`config.mk`:
```
export PLATFORM = sky130hd
export DESIGN_NAME = uart_cfg_core
export DESIGN_NICKNAME = d
export VERILOG_FILES = /design/src/rtl/uart_cfg_core.sv
export SDC_FILE = /design/constraint.sdc
export NUM_CORES = 1
export LEC_CHECK = 0
export ABC_AREA = 1
export CAP_MARGIN = 0
export CORE_MARGIN = 3
export CORE_UTILIZATION = 35
export DETAILED_ROUTE_END_ITERATION = 7
export PLACE_DENSITY = 0.56
export SYNTH_ARGS = -nofsm -noshare
export SYNTH_HDL_FRONTEND = slang
export SYNTH_SLANG_ARGS = --single-unit
```
`constraint.sdc`:
```
create_clock -name clk -period 2.9 [get_ports clk]
set_input_delay 0.435 -clock clk [delete_from_list [all_inputs] [get_ports clk]]
set_output_delay 0.435 -clock clk [all_outputs]
set_load 0.01 [all_outputs]
```
`src/rtl/uart_cfg_core.sv`:
```
`timescale 1ns/1ps
`default_nettype none
// ============================================================================
// Module  : uart_cfg_core (with helper uart_cfg_fifo)
// Purpose : Full-duplex UART core with a runtime frame format (5-8 data bits,
//           none/even/odd parity, 1 or 2 stop bits), a programmable tick
//           divisor, FWFT TX/RX FIFOs and sticky RX error flags.
// Ports   : clk, rst_n (async active-low)
//           i_cfg_div/i_cfg_dbits/i_cfg_parity/i_cfg_stop2 : frame format
//           i_tx_wen/i_tx_wdata -> TX FIFO -> o_tx (idle high)
//           o_tx_full/o_tx_empty/o_tx_busy/o_tx_done       : TX status
//           i_rx -> sync -> RX FSM -> RX FIFO -> o_rx_rdata (i_rx_ren pops)
//           o_rx_full/o_rx_empty/o_rx_done                 : RX status
//           o_rx_parity_err/o_rx_frame_err/o_rx_overrun    : sticky, i_err_clr
// Option  : `define UART_LOOPBACK_EN builds the loopback mux driven by
//           i_lpbk_en; otherwise i_lpbk_en is ignored.
// Revision: 1.0 - initial release
// ============================================================================

module uart_cfg_fifo #(
    parameter int DEPTH = 8,
    parameter int WIDTH = 8
) (
    input  logic             clk,
    input  logic             rst_n,
    input  logic             i_wen,
    input  logic [WIDTH-1:0] i_wdata,
    input  logic             i_ren,
    output logic [WIDTH-1:0] o_rdata,
    output logic             o_full,
    output logic             o_empty
);
    localparam int AW = $clog2(DEPTH);
    localparam logic [AW:0] c_PTR_ONE = {{AW{1'b0}}, 1'b1};

    logic [WIDTH-1:0] r_mem [DEPTH];
    logic [AW:0]      r_wptr, r_rptr, w_wptr_nxt, w_rptr_nxt;
    logic             r_full, r_empty, w_do_wr, w_do_rd;

    // A write on a full FIFO is accepted only when a read frees a slot in
    // the same cycle.
    assign w_do_rd    = i_ren && !r_empty;
    assign w_do_wr    = i_wen && (!r_full || w_do_rd);
    assign w_wptr_nxt = w_do_wr ? r_wptr + c_PTR_ONE : r_wptr;
    assign w_rptr_nxt = w_do_rd ? r_rptr + c_PTR_ONE : r_rptr;

    always_ff @(posedge clk or negedge rst_n) begin
        if (!rst_n) begin
            r_wptr  <= '0;
            r_rptr  <= '0;
            r_full  <= 1'b0;
            r_empty <= 1'b1;
        end else begin
            r_wptr  <= w_wptr_nxt;
            r_rptr  <= w_rptr_nxt;
            r_empty <= (w_wptr_nxt == w_rptr_nxt);
            r_full  <= (w_wptr_nxt[AW] != w_rptr_nxt[AW]) &&
                       (w_wptr_nxt[AW-1:0] == w_rptr_nxt[AW-1:0]);
        end
    end

    always_ff @(posedge clk) begin
        if (w_do_wr) begin
            r_mem[r_wptr[AW-1:0]] <= i_wdata;
        end
    end

    // Storage is not reset; gating on empty gives a clean zero head.
    assign o_rdata = r_empty ? '0 : r_mem[r_rptr[AW-1:0]];
    assign o_full  = r_full;
    assign o_empty = r_empty;
endmodule

module uart_cfg_core #(
    parameter int DIV_W      = 16,
    parameter int OVERSAMPLE = 16,
    parameter int FIFO_DEPTH = 8
) (
    input  logic             clk,
    input  logic             rst_n,
    input  logic [DIV_W-1:0] i_cfg_div,
    input  logic [1:0]       i_cfg_dbits,
    input  logic [1:0]       i_cfg_parity,
    input  logic             i_cfg_stop2,
    input  logic             i_lpbk_en,
    input  logic             i_tx_wen,
    input  logic [7:0]       i_tx_wdata,
    output logic             o_tx,
    output logic             o_tx_full,
    output logic             o_tx_empty,
    output logic             o_tx_busy,
    output logic             o_tx_done,
    input  logic             i_rx,
    input  logic             i_rx_ren,
    output logic [7:0]       o_rx_rdata,
    output logic             o_rx_full,
    output logic             o_rx_empty,
    output logic             o_rx_done,
    output logic             o_rx_parity_err,
    output logic             o_rx_frame_err,
    output logic             o_rx_overrun,
    input  logic             i_err_clr
);
    localparam int                OS_W       = $clog2(OVERSAMPLE);
    localparam logic [OS_W-1:0]   c_OS_ONE   = OS_W'(1);
    localparam logic [OS_W-1:0]   c_OS_LAST  = OS_W'(OVERSAMPLE - 1);
    localparam logic [OS_W-1:0]   c_OS_HALF  = OS_W'(OVERSAMPLE / 2 - 1);
    localparam logic [DIV_W-1:0]  c_DIV_ONE  = DIV_W'(1);

    typedef enum logic [2:0] {
        TX_IDLE   = 3'd0,
        TX_START  = 3'd1,
        TX_DATA   = 3'd2,
        TX_PARITY = 3'd3,
        TX_STOP   = 3'd4
    } tx_state_t;

    typedef enum logic [2:0] {
        RX_IDLE   = 3'd0,
        RX_START  = 3'd1,
        RX_DATA   = 3'd2,
        RX_PARITY = 3'd3,
        RX_STOP   = 3'd4
    } rx_state_t;

    // ------------------------------------------------------------------
    // Tick generator: a divisor of 0 behaves like 1 (tick every clock).
    // The >= compare lets a shrinking divisor take effect without wrap.
    // ------------------------------------------------------------------
    logic [DIV_W-1:0] r_tick_cnt, w_div_m1;
    logic             w_tick;

    assign w_div_m1 = (i_cfg_div == '0) ? '0 : i_cfg_div - c_DIV_ONE;
    assign w_tick   = (r_tick_cnt >= w_div_m1);

    always_ff @(posedge clk or negedge rst_n) begin
        if (!rst_n) begin
            r_tick_cnt <= '0;
        end else begin
            r_tick_cnt <= w_tick ? '0 : r_tick_cnt + c_DIV_ONE;
        end
    end

    // ------------------------------------------------------------------
    // TX path
    // ------------------------------------------------------------------
    tx_state_t       r_tx_state, w_tx_state_nxt;
    logic [OS_W-1:0] r_tx_os;
    logic [2:0]      r_tx_bit, r_tx_last_bit;
    logic [7:0]      r_tx_shift, w_txf_rdata, w_tx_mask, w_tx_masked;
    logic            r_tx_par_en, r_tx_par_bit, r_tx_stop2, r_tx_stop_cnt;
    logic            r_tx_done, w_tx_pop, w_tx_done, w_tx_bit_end;
    logic            w_txf_empty, w_tx_line;

    uart_cfg_fifo #(.DEPTH(FIFO_DEPTH), .WIDTH(8)) u_tx_fifo (
        .clk     (clk),
        .rst_n   (rst_n),
        .i_wen   (i_tx_wen),
        .i_wdata (i_tx_wdata),
        .i_ren   (w_tx_pop),
        .o_rdata (w_txf_rdata),
        .o_full  (o_tx_full),
        .o_empty (w_txf_empty)
    );

    // Bits above the configured width are forced to zero before sending.
    assign w_tx_mask    = 8'hFF >> (2'd3 - i_cfg_dbits);
    assign w_tx_masked  = w_txf_rdata & w_tx_mask;
    assign w_tx_bit_end = w_tick && (r_tx_os == c_OS_LAST);

    always_comb begin
        w_tx_state_nxt = r_tx_state;
        w_tx_pop       = 1'b0;
        w_tx_done      = 1'b0;
        case (r_tx_state)
            TX_IDLE: begin
                if (w_tick && !w_txf_empty) begin
                    w_tx_pop       = 1'b1;
                    w_tx_state_nxt = TX_START;
                end
            end
            TX_START: begin
                if (w_tx_bit_end) w_tx_state_nxt = TX_DATA;
            end
            TX_DATA: begin
                if (w_tx_bit_end && (r_tx_bit == r_tx_last_bit)) begin
                    w_tx_state_nxt = r_tx_par_en ? TX_PARITY : TX_STOP;
                end
            end
            TX_PARITY: begin
                if (w_tx_bit_end) w_tx_state_nxt = TX_STOP;
            end
            TX_STOP: begin
                if (w_tx_bit_end && (!r_tx_stop2 || r_tx_stop_cnt)) begin
                    w_tx_done = 1'b1;
                    // Chain straight into the next start bit: no idle gap.
                    if (!w_txf_empty) begin
                        w_tx_pop       = 1'b1;
                        w_tx_state_nxt = TX_START;
                    end else begin
                        w_tx_state_nxt = TX_IDLE;
                    end
                end
            end
            default: w_tx_state_nxt = TX_IDLE;
        endcase
    end

    always_ff @(posedge clk or negedge rst_n) begin
        if (!rst_n) begin
            r_tx_state    <= TX_IDLE;
            r_tx_os       <= '0;
            r_tx_bit      <= 3'd0;
            r_tx_last_bit <= 3'd7;
            r_tx_shift    <= 8'h00;
            r_tx_par_en   <= 1'b0;
            r_tx_par_bit  <= 1'b0;
            r_tx_stop2    <= 1'b0;
            r_tx_stop_cnt <= 1'b0;
            r_tx_done     <= 1'b0;
        end else begin
            r_tx_state <= w_tx_state_nxt;
            r_tx_done  <= w_tx_done;
            if (w_tx_pop) begin
                // Frame format is captured here and held for the whole frame.
                r_tx_os       <= '0;
                r_tx_bit      <= 3'd0;
                r_tx_last_bit <= {1'b1, i_cfg_dbits};
                r_tx_shift    <= w_tx_masked;
                r_tx_par_en   <= (i_cfg_parity == 2'b01) || (i_cfg_parity == 2'b10);
                r_tx_par_bit  <= (^w_tx_masked) ^ (i_cfg_parity == 2'b10);
                r_tx_stop2    <= i_cfg_stop2;
                r_tx_stop_cnt <= 1'b0;
            end else if (r_tx_state == TX_IDLE) begin
                r_tx_os <= '0;
            end else if (w_tick) begin
                r_tx_os <= w_tx_bit_end ? '0 : r_tx_os + c_OS_ONE;
                if (w_tx_bit_end && (r_tx_state == TX_DATA)) begin
                    r_tx_shift <= {1'b0, r_tx_shift[7:1]};
                    r_tx_bit   <= r_tx_bit + 3'd1;
                end
                if (w_tx_bit_end && (r_tx_state == TX_STOP)) begin
                    r_tx_stop_cnt <= 1'b1;
                end
            end
        end
    end

    always_comb begin
        w_tx_line = 1'b1;
        case (r_tx_state)
            TX_START:  w_tx_line = 1'b0;
            TX_DATA:   w_tx_line = r_tx_shift[0];
            TX_PARITY: w_tx_line = r_tx_par_bit;
            default:   w_tx_line = 1'b1;
        endcase
    end

    assign o_tx_empty = w_txf_empty;
    assign o_tx_busy  = (r_tx_state != TX_IDLE);
    assign o_tx_done  = r_tx_done;

    // ------------------------------------------------------------------
    // Loopback selection
    // ------------------------------------------------------------------
    logic w_rx_pin;
`ifdef UART_LOOPBACK_EN
    assign o_tx     = i_lpbk_en ? 1'b1 : w_tx_line;
    assign w_rx_pin = i_lpbk_en ? w_tx_line : i_rx;
`else
    logic w_unused_lpbk;
    assign w_unused_lpbk = i_lpbk_en;
    assign o_tx          = w_tx_line;
    assign w_rx_pin      = i_rx;
`endif

    // ------------------------------------------------------------------
    // RX path
    // ------------------------------------------------------------------
    rx_state_t       r_rx_state, w_rx_state_nxt;
    logic [OS_W-1:0] r_rx_os;
    logic [2:0]      r_rx_bit, r_rx_last_bit;
    logic [7:0]      r_rx_data;
    logic            r_rx_meta, r_rx_sync, r_rx_armed;
    logic            r_rx_par_en, r_rx_par_odd, r_rx_perr_pend, r_rx_done;
    logic            r_perr, r_ferr, r_ovr;
    logic            w_rx_sample, w_rx_start, w_rx_push;
    logic            w_rx_ferr_set, w_rx_perr_set, w_rx_ovr_set, w_rxf_full;

    uart_cfg_fifo #(.DEPTH(FIFO_DEPTH), .WIDTH(8)) u_rx_fifo (
        .clk     (clk),
        .rst_n   (rst_n),
        .i_wen   (w_rx_push),
        .i_wdata (r_rx_data),
        .i_ren   (i_rx_ren),
        .o_rdata (o_rx_rdata),
        .o_full  (w_rxf_full),
        .o_empty (o_rx_empty)
    );

    assign w_rx_sample  = w_tick && (r_rx_os == c_OS_LAST);
    // A full FIFO still accepts the byte when the host pops in this cycle.
    assign w_rx_ovr_set = w_rx_push && w_rxf_full && !i_rx_ren;

    always_comb begin
        w_rx_state_nxt = r_rx_state;
        w_rx_start     = 1'b0;
        w_rx_push      = 1'b0;
        w_rx_ferr_set  = 1'b0;
        w_rx_perr_set  = 1'b0;
        case (r_rx_state)
            RX_IDLE: begin
                if (w_tick && r_rx_armed && !r_rx_sync) begin
                    w_rx_start     = 1'b1;
                    w_rx_state_nxt = RX_START;
                end
            end
            RX_START: begin
                // Mid-start re-check: a high line here is a glitch.
                if (w_tick && (r_rx_os == c_OS_HALF)) begin
                    w_rx_state_nxt = r_rx_sync ? RX_IDLE : RX_DATA;
                end
            end
            RX_DATA: begin
                if (w_rx_sample && (r_rx_bit == r_rx_last_bit)) begin
                    w_rx_state_nxt = r_rx_par_en ? RX_PARITY : RX_STOP;
                end
            end
            RX_PARITY: begin
                if (w_rx_sample) w_rx_state_nxt = RX_STOP;
            end
            RX_STOP: begin
                if (w_rx_sample) begin
                    w_rx_push      = 1'b1;
                    w_rx_ferr_set  = !r_rx_sync;
                    w_rx_perr_set  = r_rx_perr_pend;
                    w_rx_state_nxt = RX_IDLE;
                end
            end
            default: w_rx_state_nxt = RX_IDLE;
        endcase
    end

    always_ff @(posedge clk or negedge rst_n) begin
        if (!rst_n) begin
            r_rx_meta      <= 1'b1;
            r_rx_sync      <= 1'b1;
            r_rx_state     <= RX_IDLE;
            r_rx_armed     <= 1'b0;
            r_rx_os        <= '0;
            r_rx_bit       <= 3'd0;
            r_rx_last_bit  <= 3'd7;
            r_rx_data      <= 8'h00;
            r_rx_par_en    <= 1'b0;
            r_rx_par_odd   <= 1'b0;
            r_rx_perr_pend <= 1'b0;
            r_rx_done      <= 1'b0;
        end else begin
            r_rx_meta  <= w_rx_pin;
            r_rx_sync  <= r_rx_meta;
            r_rx_state <= w_rx_state_nxt;
            r_rx_done  <= w_rx_push;
            // Re-arm only after a high line so a stuck-low input cannot
            // generate a stream of frames.
            if (w_rx_start) begin
                r_rx_armed <= 1'b0;
            end else if ((r_rx_state == RX_IDLE) && r_rx_sync) begin
                r_rx_armed <= 1'b1;
            end
            if (w_rx_start) begin
                r_rx_os        <= '0;
                r_rx_bit       <= 3'd0;
                r_rx_last_bit  <= {1'b1, i_cfg_dbits};
                r_rx_data      <= 8'h00;
                r_rx_par_en    <= (i_cfg_parity == 2'b01) || (i_cfg_parity == 2'b10);
                r_rx_par_odd   <= (i_cfg_parity == 2'b10);
                r_rx_perr_pend <= 1'b0;
            end else if (r_rx_state == RX_IDLE) begin
                r_rx_os <= '0;
            end else if (w_tick) begin
                if ((r_rx_state == RX_START) && (r_rx_os == c_OS_HALF)) begin
                    r_rx_os <= '0;
                end else begin
                    r_rx_os <= w_rx_sample ? '0 : r_rx_os + c_OS_ONE;
                end
                if (w_rx_sample && (r_rx_state == RX_DATA)) begin
                    r_rx_data[r_rx_bit] <= r_rx_sync;
                    r_rx_bit            <= r_rx_bit + 3'd1;
                end
                if (w_rx_sample && (r_rx_state == RX_PARITY)) begin
                    r_rx_perr_pend <= (r_rx_sync != ((^r_rx_data) ^ r_rx_par_odd));
                end
            end
        end
    end

    // Sticky flags: a set in the same cycle as a clear wins.
    always_ff @(posedge clk or negedge rst_n) begin
        if (!rst_n) begin
            r_perr <= 1'b0;
            r_ferr <= 1'b0;
            r_ovr  <= 1'b0;
        end else begin
            r_perr <= w_rx_perr_set | (r_perr & ~i_err_clr);
            r_ferr <= w_rx_ferr_set | (r_ferr & ~i_err_clr);
            r_ovr  <= w_rx_ovr_set  | (r_ovr  & ~i_err_clr);
        end
    end

    assign o_rx_full       = w_rxf_full;
    assign o_rx_done       = r_rx_done;
    assign o_rx_parity_err = r_perr;
    assign o_rx_frame_err  = r_ferr;
    assign o_rx_overrun    = r_ovr;
endmodule

`default_nettype wire

```
-- Word level (Yosys, flattened, before mapping)
Memory sizes are Yosys's and may differ from the RTL's.
Cells that the tools add are included.
- memories: 2
- bits in registers: 91
- memory bits (writable): 128
- logic and storage cells: 232
- input bits: 36
- add/sub/neg operators: 11
- order comparisons: 3
- shift operators: 1
- mux-type cells: 81
- reductions and logical operators: 56
- equality and inequality tests: 34
- bitwise logic cells: 10
- memory list (name ; words ; width ; read ports ; clocked after memory_dff ; write ports ; RTL line ; RTL):
    u_rx_fifo.r_mem ; 8 ; 8 ; 1 ; 0 ; 1 ; 36 ; logic [WIDTH-1:0] r_mem [DEPTH];
    u_tx_fifo.r_mem ; 8 ; 8 ; 1 ; 0 ; 1 ; 36 ;
- operators with widths (cell ; number):
    two-way mux 8 bit ; 10
    two-way mux 3 bit ; 20
    two-way mux 4 bit ; 13
    two-way mux 16 bit ; 2
    one-hot mux 3 bit (5 select lines) ; 2
    two-way mux 1 bit ; 29
    adder 4 x 1 -> 4 bit (second input constant) ; 6
    logical AND 1 bit ; 24
    != test 2 bit (second input constant) ; 11
    adder 16 x 1 -> 16 bit (second input constant) ; 1
    greater-or-equal comparator 16 bit ; 1
    zero test 16 bit ; 1
    parity 8 bit ; 2
    subtractor 16 x 1 -> 16 bit (second input constant) ; 1
    nonzero test 2 bit ; 7
    == test 3 x 2 -> 1 bit (second input constant) ; 4
    == test 3 bit ; 4
    AND reduction 3 bit ; 4
    AND reduction 5 bit ; 2
    nonzero test 3 bit ; 3
    bitwise AND 8 bit ; 1
    bitwise mux 8 bit ; 1
    == test 4 bit ; 2
    == test 4 bit (second input constant) ; 2
    other kinds (23) ; 43

-- Depth between registers and ports, before layout
Gate-level depths: netlist (run 1).
- depth after elaboration: 13
- mapped depth: 29
- gate-level depth less buffers: 28

-- Hierarchy
A second synthesis (run 1) with hierarchy kept.
- cell total of the unflattened synthesis: 1198
- area total of the unflattened synthesis: 11175.7 um2
- modules (own cells, without submodules) (module ; seq. area each (um2) ; instances ; area each (um2) ; cells each):
    uart_cfg_core ; 1784.2 ; 1 ; 4757.1 ; 630
    uart_cfg_fifo (u_rx_fifo) ; 2173.3 ; 1 ; 3256.9 ; 289
    uart_cfg_fifo (u_tx_fifo) ; 2173.3 ; 1 ; 3161.8 ; 279

-- Worst setup path after synthesis (run 1)
OpenSTA, ideal clock, no wires.
- path kind: input-to-reg
- start point: input port i_cfg_div[5]
- end point: memory u_rx_fifo.r_mem[0][0] (enable)
- arrival time: 3.523 ns
- slack: -1.007 ns
- required time: 2.517 ns
- library setup time: 0.383 ns
- cell stages on the path: 20
- cells stage by stage: nor2_1 inv_1 nor4_2 nand2_1 nor3_2 inv_1 nor4_1 xor2_1 nand2_1 ha_1 nand2_1 nor3_1 nand2_1 nand2_2 nand3_2 nor2_4 nand3_2 clkinv_2 nand2_1 nor3_1
- longest elaborated chain between the ends: 9
- elaborated cells on any way between the ends: 10
- classes of those cells: add/sub (1); order compare (1); mux (5); reduce/logical (3)
- ends and longest elaborated chain (what ; RTL line ; RTL):
    start, declared ; 81 ; input logic [DIV_W-1:0] i_cfg_div,
    subtractor 16 x 1 -> 16 bit / zero test 16 bit (equally long branches) ; 133 ; assign w_div_m1 = (i_cfg_div == '0) ? '0 : i_cfg_div - c_DIV_ONE;
    two-way mux 16 bit (*) ; 133 ;
    greater-or-equal comparator 16 bit (*) ; 134 ; assign w_tick = (r_tick_cnt >= w_div_m1);
    logical AND 1 bit (*) ; 301 ; assign w_rx_sample = w_tick && (r_rx_os == c_OS_LAST);
    two-way mux 1 bit (*) ; 333 ; if (w_rx_sample) begin
    two-way mux 1 bit (*) ; 311 ; case (r_rx_state)
    logical AND 1 bit (*) ; 43 ; assign w_do_wr = i_wen && (!r_full || w_do_rd);
    two-way mux 1 bit (*) ; 63 ; if (w_do_wr) begin
    two-way mux 1 bit (not written as such) (*) ; 64 ; r_mem[r_wptr[AW-1:0]] <= i_wdata;
    end, declared ; 36 ;
Mark *: on every way between the ends. The rest lies on a longest branch, timed or not.

-- Worst setup path in the final report (run 1)
- start point: input port i_cfg_div[0]
- end point: memory u_tx_fifo.r_mem[1][7] (enable)
- longest elaborated chain between the ends: 12
- elaborated cells on any way between the ends: 15
- classes of those cells: add/sub (1); order compare (1); mux (6); reduce/logical (7)
- ends and longest elaborated chain (what ; RTL line ; RTL):
    subtractor 16 x 1 -> 16 bit / zero test 16 bit (equally long branches) ; 133 ;
    two-way mux 16 bit (*) ; 133 ;
    greater-or-equal comparator 16 bit (*) ; 134 ;
    logical AND 1 bit ; 169 ; assign w_tx_bit_end = w_tick && (r_tx_os == c_OS_LAST);
    logical AND 1 bit ; 194 ; if (w_tx_bit_end && (!r_tx_stop2 || r_tx_stop_cnt)) begin
    two-way mux 1 bit ; 194 ;
    one-hot mux 1 bit (2 select lines) (*) ; 175 ; case (r_tx_state)
    logical AND 1 bit (*) ; 42 ; assign w_do_rd = i_ren && !r_empty;
    logical OR 1 bit (*) ; 43 ;
    logical AND 1 bit (*) ; 43 ;
    two-way mux 1 bit (*) ; 63 ;
    two-way mux 1 bit (not written as such) (*) ; 64 ;
    end, declared ; 36 ;
Marks and branches as above.

==> qor.yml, run 1 <==
num-fill-cells: 2729
synthCells: 1095
postRouteAntennaNets: 0
port_buffers: 53
hp-start: "r_rx_meta"
post_synth.cell_area_avg_um2: 9.74
start_util: 0.357
ys_ff_latch: 219
fin_crit_ns: 3.08
wl_per_cell_um: 15.1
dp.cells: 1614
grt_max_degree: 44
grt-busiest-layer: "met2"
area_growth_pct: 36.8
grt_use_met1: 0.208
critical_path_arrival_ns: 3.32
synth_fp_nets: 1159
max_freq_mhz: 325
grt_pass1_vias: 8105
critPathKind: "input pin to register"
critPathLaunchType: "input pin"
synth_area_mm2: 0.0107
skew_ns: 0.0203
die-area_mm2: 0.0326
clkSlewWorstSetupHoldPaths_ns: 0.06
vias_per_cell: 4.85
status: "finished with violations"
num-nets-final: 1355
clockBufferDepth: 3
gp_congestion: 0.810
wl_um: 25700
worstSetupEndpointType: "register"
setup_tns_ns: -17.10
cts_tree: "done"
use_met3: 0.0202
cts_max_level: 1
drc: 0
grt_pass1_wl_um: 41500
core_mm2: 0.0299
crit_required_ns: 3.14
crit_fanout: 8
placed_area_mm2: 0.0126
fin_ws_ns: -0.181
finalHoldViolCount: 0
clk_latency_ns: 0.52
cts_sinks: 219
vdd_drop_max_v: 0.000496
synth-async-reset-ratio: 0.416
slew_viol_final: 0
ys.flop_type: "edfxtp_1"
dpl.hpwl_um: 17500
holdWs_ns: 0.355
ys.warnings.count: 0
max_cap_viol_count: 0
stdcell_count: 1699
ys_seq_area_frac: 0.575
hp-class: "register to register"
fin_crit_sh: 1.06
p_per_area_mw_per_mm2: 656
drive_gt1_frac: 0.288
firstDrtPassIters: 5
via_count: 8246
antenna_found_initial: 0
slew-limit-headroom: 0.568
grt.total_usage: 0.153
setup_viol: 153
critical_path.startpoint: "i_cfg_div[0]"
violations: "negative setup slack"
cts-root-buf: "clkbuf_16"
p_leak_nw: 5.90
synth_edf_count: 128
grt.met2_usage: 0.263
rsz0062_at_grt: "yes"
r2r_start: "r_tick_cnt[5]"
rows: 63
diodes: 0
synth_cell_types: 48
io_pins: 55
tightest_slew_ns: 0.648
cts_buffers: 24
fp.dieW_um: 181
final_area_mm2: 0.0146
globalRouteOverflowTotal: 0
dieHeight_um: 181
preCtsSetupSlack_ns: -1.08
drt_iter0_drc: 453
==> per-layer routing <==
layer / part of all wire / wire [um]
met1: 0.47 / 12000
met2: 0.49 / 12700
met3: 0.027 / 695
met4: 0.016 / 400
met5: 0 / 0
==> final cells by class <==
type	count	area [um^2]	area share
flip-flops and latches	219	6130	0.420
multi-input cells	728	4660	0.319
repair buffers	203	2010	0.138
clock buffers	26	608	0.0417
well taps	390	488	0.0334
inverters	114	454	0.0311
clock inverters	18	231	0.0159
repair inverters	1	6.26	0.000429
==> worst paths after layout <==
path | slack (ns) | end | cells after the start
worst min register to register | 0.35 | r_rx_sync | 0
worst min-delay path | 0.35 | r_rx_sync | 0
worst max-delay path | -0.18 | u_tx_fifo.r_mem[1][7] | 24
max in group asynchronous | 1.79 | r_rx_sync | 3
worst max register to register | 0.40 | u_tx_fifo.r_mem[1][7] | 16
min in group asynchronous | 0.38 | u_tx_fifo.r_wptr[0] | 2
==> per-stage QoR <==
step | power (mW) | util
final | 9.58 | 0.488
after global placement | 6.14 | 0.422
after CTS | 9.52 | 0.469
after detailed placement | 6.18 | 0.422
after global routing | 10.1 | 0.488
after floorplan | 5.27 | -
==> power breakdown <==
group          total, mW  internal (mW)  switching, mW
clock network       3.22           1.97           1.25
registers           3.85           3.60          0.251
logic               2.51           1.07           1.44
total               9.58           6.64           2.94
==> cells by family (layout without fill, tap and decap cells) <==
group                    Yosys count  count (layout)  share of synthesized area
buffers and inverters            148             362                     0.0565
multiplexers                       1               1                   0.000939
AND/OR/NAND/NOR                  464             464                      0.200
flip-flops                       219             219                      0.575
AO/OA/AOI/OAI                    199             199                      0.105
adder cells (fa/ha/maj)           28              28                     0.0328
XOR/XNOR                          36              36                     0.0303
==> critical path, stage by stage <==
cell and delay (ns):
buf_2 0.09, inv_2 0.05, buf_4 0.12, ha_1 0.21
nor3b_2 0.16, nand4_1 0.18, inv_2 0.06, or2_2 0.30
ha_4 0.27, nand2_1 0.05, nand2_1 0.05, nand2_1 0.04
nand2_1 0.05, nand2_1 0.04, nand2_1 0.08, nand2_1 0.06
nand2_2 0.12, buf_12 0.13, nand3_4 0.09, nand3_4 0.19
buf_6 0.13, nand3_4 0.09, nor2_2 0.14, buf_6 0.15
==> what timing repair did <==
| item | 4_1_cts | 5_1_grt |
|---|---|---|
| resized for setup | 123 | 125 |
| setup buffers | 23 | 22 |
| hold buffers | 1 | 0 |
| gates cloned | 2 | 0 |
| pin swaps | 38 | 55 |
| endpoints found under the setup margin | 211 | 215 |
| hold endpoints to repair | 23 | 0 |
==> flip-flops by register name (all words and copies together) (netlist names), 2 cells and up <==
register	flops
u_rx_fifo.r_mem	64
u_tx_fifo.r_mem	64
r_tick_cnt	16
r_rx_data	8
r_tx_shift	8
r_rx_os	4
r_tx_os	4
u_rx_fifo.r_rptr	4
u_rx_fifo.r_wptr	4
u_tx_fifo.r_rptr	4
u_tx_fifo.r_wptr	4
r_rx_bit	3
r_rx_state	3
r_tx_bit	3
r_tx_state	3
r_rx_last_bit	2
r_tx_last_bit	2
==> layout by cell type (no fill, tap or decap), types with 6 or more instances in the layout <==
cell type,synthesis,routed
dfstp_2,8,8
inv_2,11,20
clkdlybuf4s50_1,0,32
dlymetal6s2s_1,0,10
nor3_2,5,6
nand4_1,11,11
buf_12,0,11
nor2_1,168,151
nand2_1,158,126
edfxtp_1,128,128
nor3_1,20,10
nand2_4,1,20
buf_4,5,93
o21ai_1,2,14
xnor2_1,16,16
xor2_1,19,19
o21ai_0,106,87
buf_6,2,45
a31oi_1,15,14
o21ai_2,1,7
clkbuf_16,0,24
nor2_4,3,10
o211ai_1,17,17
a21oi_1,28,17
ha_1,28,22
dfrtp_1,83,82
nor2_2,2,12
nor3_4,0,9
a21oi_2,0,11
nand3_4,3,8
nand3_1,59,49
nand2_2,11,22
inv_1,101,86
clkinv_1,1,7
ha_4,0,6
nand3_2,3,8
o22ai_1,17,15
==> cell usage after synthesis (all sizes together), types with 5 or more instances <==
library cell | n | area (um^2)
xor2 | 20 | 183
nor2 | 174 | 697
dfstp | 8 | 210
dfrtp | 83 | 2080
a21oi | 28 | 140
inv | 112 | 420
nor4 | 5 | 37.5
edfxtp | 128 | 3840
nand3 | 65 | 378
nor3b | 5 | 47.5
clkbuf | 15 | 56.3
o21ai | 109 | 549
a22oi | 5 | 37.5
xnor2 | 16 | 140
o211ai | 17 | 128
nand2 | 170 | 673
ha | 28 | 350
o22ai | 17 | 106
buf | 19 | 118
a31oi | 15 | 93.8
nor3 | 25 | 150
nand4 | 12 | 90.1
Note: power is estimated with default switching activity, not from simulation.
==> inputs of run 2 (changes only) <==
--- a/config.mk
+++ b/config.mk
@@ -9,8 +9,8 @@
 export CAP_MARGIN = 0
 export CORE_MARGIN = 3
 export CORE_UTILIZATION = 35
+export CTS_CLUSTER_SIZE = 25
 export DETAILED_ROUTE_END_ITERATION = 7
-export PLACE_DENSITY = 0.56
 export SYNTH_ARGS = -nofsm -noshare
 export SYNTH_HDL_FRONTEND = slang
 export SYNTH_SLANG_ARGS = --single-unit
==> constraint.sdc (replaced) <==
create_clock -name clk -period 3 [get_ports clk]
set_input_delay 0.45 -clock clk [delete_from_list [all_inputs] [get_ports clk]]
set_output_delay 0.45 -clock clk [all_outputs]
set_load 0.01 [all_outputs]
==> qor.yml, run 2 (synthesis gave the netlist of run 1 again) <==
crit_required_ns: 3.39
rsz0062_at_grt: "yes"
port_buffers: 53
diodes: 0
worstHoldPathCells: 1
p_per_area_mw_per_mm2: 629
critical_path_arrival_ns: 3.56
wl_per_cell_um: 15.2
timing.rr.end: "u_tx_fifo.r_mem[7][2]"
crit_fanout: 5
ff2ff_path_depth: 16
fin_crit_ns: 3.17
fp.dieW_um: 181
vdd_drop_max_v: 0.000387
hp-class: "input pin to register"
min_to: "r_rx_meta"
num-nets-final: 1343
grt_pass1_vias: 8188
pwr-share-comb: 0.265
critPathMaxStageDelay_ns: 0.29
max_cap_viol_count: 0
slew_viol_final: 0
cts_sinks: 219
critPathLaunchType: "input pin"
max_freq_mhz: 315
critPathKind: "input pin to register"
status: "finished with violations"
preCtsSetupSlack_ns: -1.06
drc: 0
die-area_mm2: 0.0326
cpMaxStageDelayCell: "nor4_4"
hp-start: "i_rx"
area_growth_pct: 34.4
grt_pass1_wl_um: 41200
slew-limit-headroom: 0.560
cts_max_level: 1
core_mm2: 0.0299
rrSetupSlack_ns: 0.47
power.internal_mw: 6.25
cts_tree: "done"
cpMostUsedCell: "buf_4"
gp_congestion: 0.813
setup_viol: 166
violations: "negative setup slack"
placed_area_mm2: 0.0125
holdWs_ns: 0.343
clk_latency_ns: 0.51
wl_um: 25700
netSwitchingPower_mw: 2.78
postRouteAntennaNets: 0
dpl.hpwl_um: 17400
pwr-share-clk: 0.323
final_core_util: 0.480
globalRouteOverflowTotal: 0
grt.total_usage: 0.152
finalHoldViolCount: 0
firstDrtPassIters: 5
tightest_slew_ns: 0.660
r2r_start: "r_tick_cnt[5]"
via_count: 8333
drive_gt1_frac: 0.275
seqPwrFrac: 0.412
p_leak_nw: 5.76
setup_tns_ns: -15.17
vias_per_cell: 4.94
netSwitchingFraction: 0.308
io_pins: 55
drt_iter0_drc: 593
start_util: 0.357
clkSlewWorstSetupHoldPaths_ns: 0.06
worstSetupEndpointType: "register"
final_common_cell: "nor2_1"
dieHeight_um: 181
skew_ns: 0.0142
rows: 63
grt_max_degree: 49
clockBufferDepth: 3
fin_ws_ns: -0.173
cts-root-buf: "clkbuf_16"
final_area_mm2: 0.0143
cts_buffers: 24
final_cell_mix: "nor2_1, edfxtp_1, nand2_1"
fin_crit_sh: 1.06
antenna_found_initial: 0
[run 2: cell types whose count changed in the layout (fill, tap and decap cells not counted), sizes merged]
| cell | previous run | this run |
|---|---|---|
| bufbuf | 1 | 0 |
| bufinv | 5 | 2 |
| dlygate4sd2 | 3 | 2 |
| clkdlybuf4s15 | 0 | 1 |
| clkinv | 12 | 5 |
| buf | 156 | 143 |
| inv | 113 | 111 |
| clkbuf | 26 | 38 |
| dlymetal6s2s | 10 | 6 |
| clkdlybuf4s50 | 32 | 38 |
[run 2: layer usage]
layer / GRT usage / up-vias / share of wire
met5: 0 / - / 0
met4: 0.0353 / 0 / 0.018
met3: 0.0202 / 37 / 0.038
met2: 0.258 / 153 / 0.49
met1: 0.208 / 4018 / 0.45
li1: - / 4125 / -
[run 2: power by group through the flow]
stage          combinational, mW  sequential (mW)  clock [mW]
2_1_floorplan               1.40             3.69           0
3_3_place_gp                2.16             3.74           0
3_5_place_dp                2.20             3.74           0
4_1_cts                     2.26             3.69        2.97
5_1_grt                     2.68             3.75        3.10
6_report                    2.39             3.72        2.91
[run 2: critical path, delay by kind of cell]
kind            cells  cell delay [ns]
simple gates       10             1.14
compound gates      5             0.54
fa+ha+maj           1             0.29
buf+inv            10             1.13
[run 2: worst max-delay path by stage]
stage | from | end | cells after the start
3_5_place_dp | i_cfg_div[5] | u_rx_fifo.r_mem[4][3] | 22
3_3_place_gp | i_cfg_div[5] | u_rx_fifo.r_mem[4][6] | 22
4_1_cts | i_cfg_div[2] | u_tx_fifo.r_mem[6][6] | 21
5_1_grt | i_cfg_div[4] | u_tx_fifo.o_full | 25
2_1_floorplan | i_cfg_div[5] | u_tx_fifo.r_mem[1][0] | 19
6_report | i_cfg_div[4] | r_rx_bit[1] | 26
[run 2: stage by stage]
stage,total power [mW],instances
2_1_floorplan,5.09,1095
6_report,9.02,1687
5_1_grt,9.53,1687
3_3_place_gp,5.90,1604
4_1_cts,8.92,1675
3_5_place_dp,5.94,1604
[run 2: layout make-up]
| cell class | instances | area, um^2 |
|---|---|---|
| inverter | 114 | 473 |
| sequential | 219 | 6130 |
| fill | 2659 | 15500 |
| timing repair inverter | 1 | 6.26 |
| clock buffer | 38 | 704 |
| clock inverter | 6 | 80.1 |
| tap | 390 | 488 |
| timing repair buffer | 191 | 1880 |
| multi-input combinational | 728 | 4580 |
[run 2: what timing repair did]
| action | 4_1_cts | 5_1_grt |
|---|---|---|
| pin swaps | 43 | 53 |
| hold buffers | 1 | 0 |
| hold endpoints to repair | 15 | 0 |
| endpoints found under the setup margin | 202 | 218 |
| cloned | 3 | 0 |
| resized for setup | 118 | 120 |
| setup buffers | 25 | 16 |
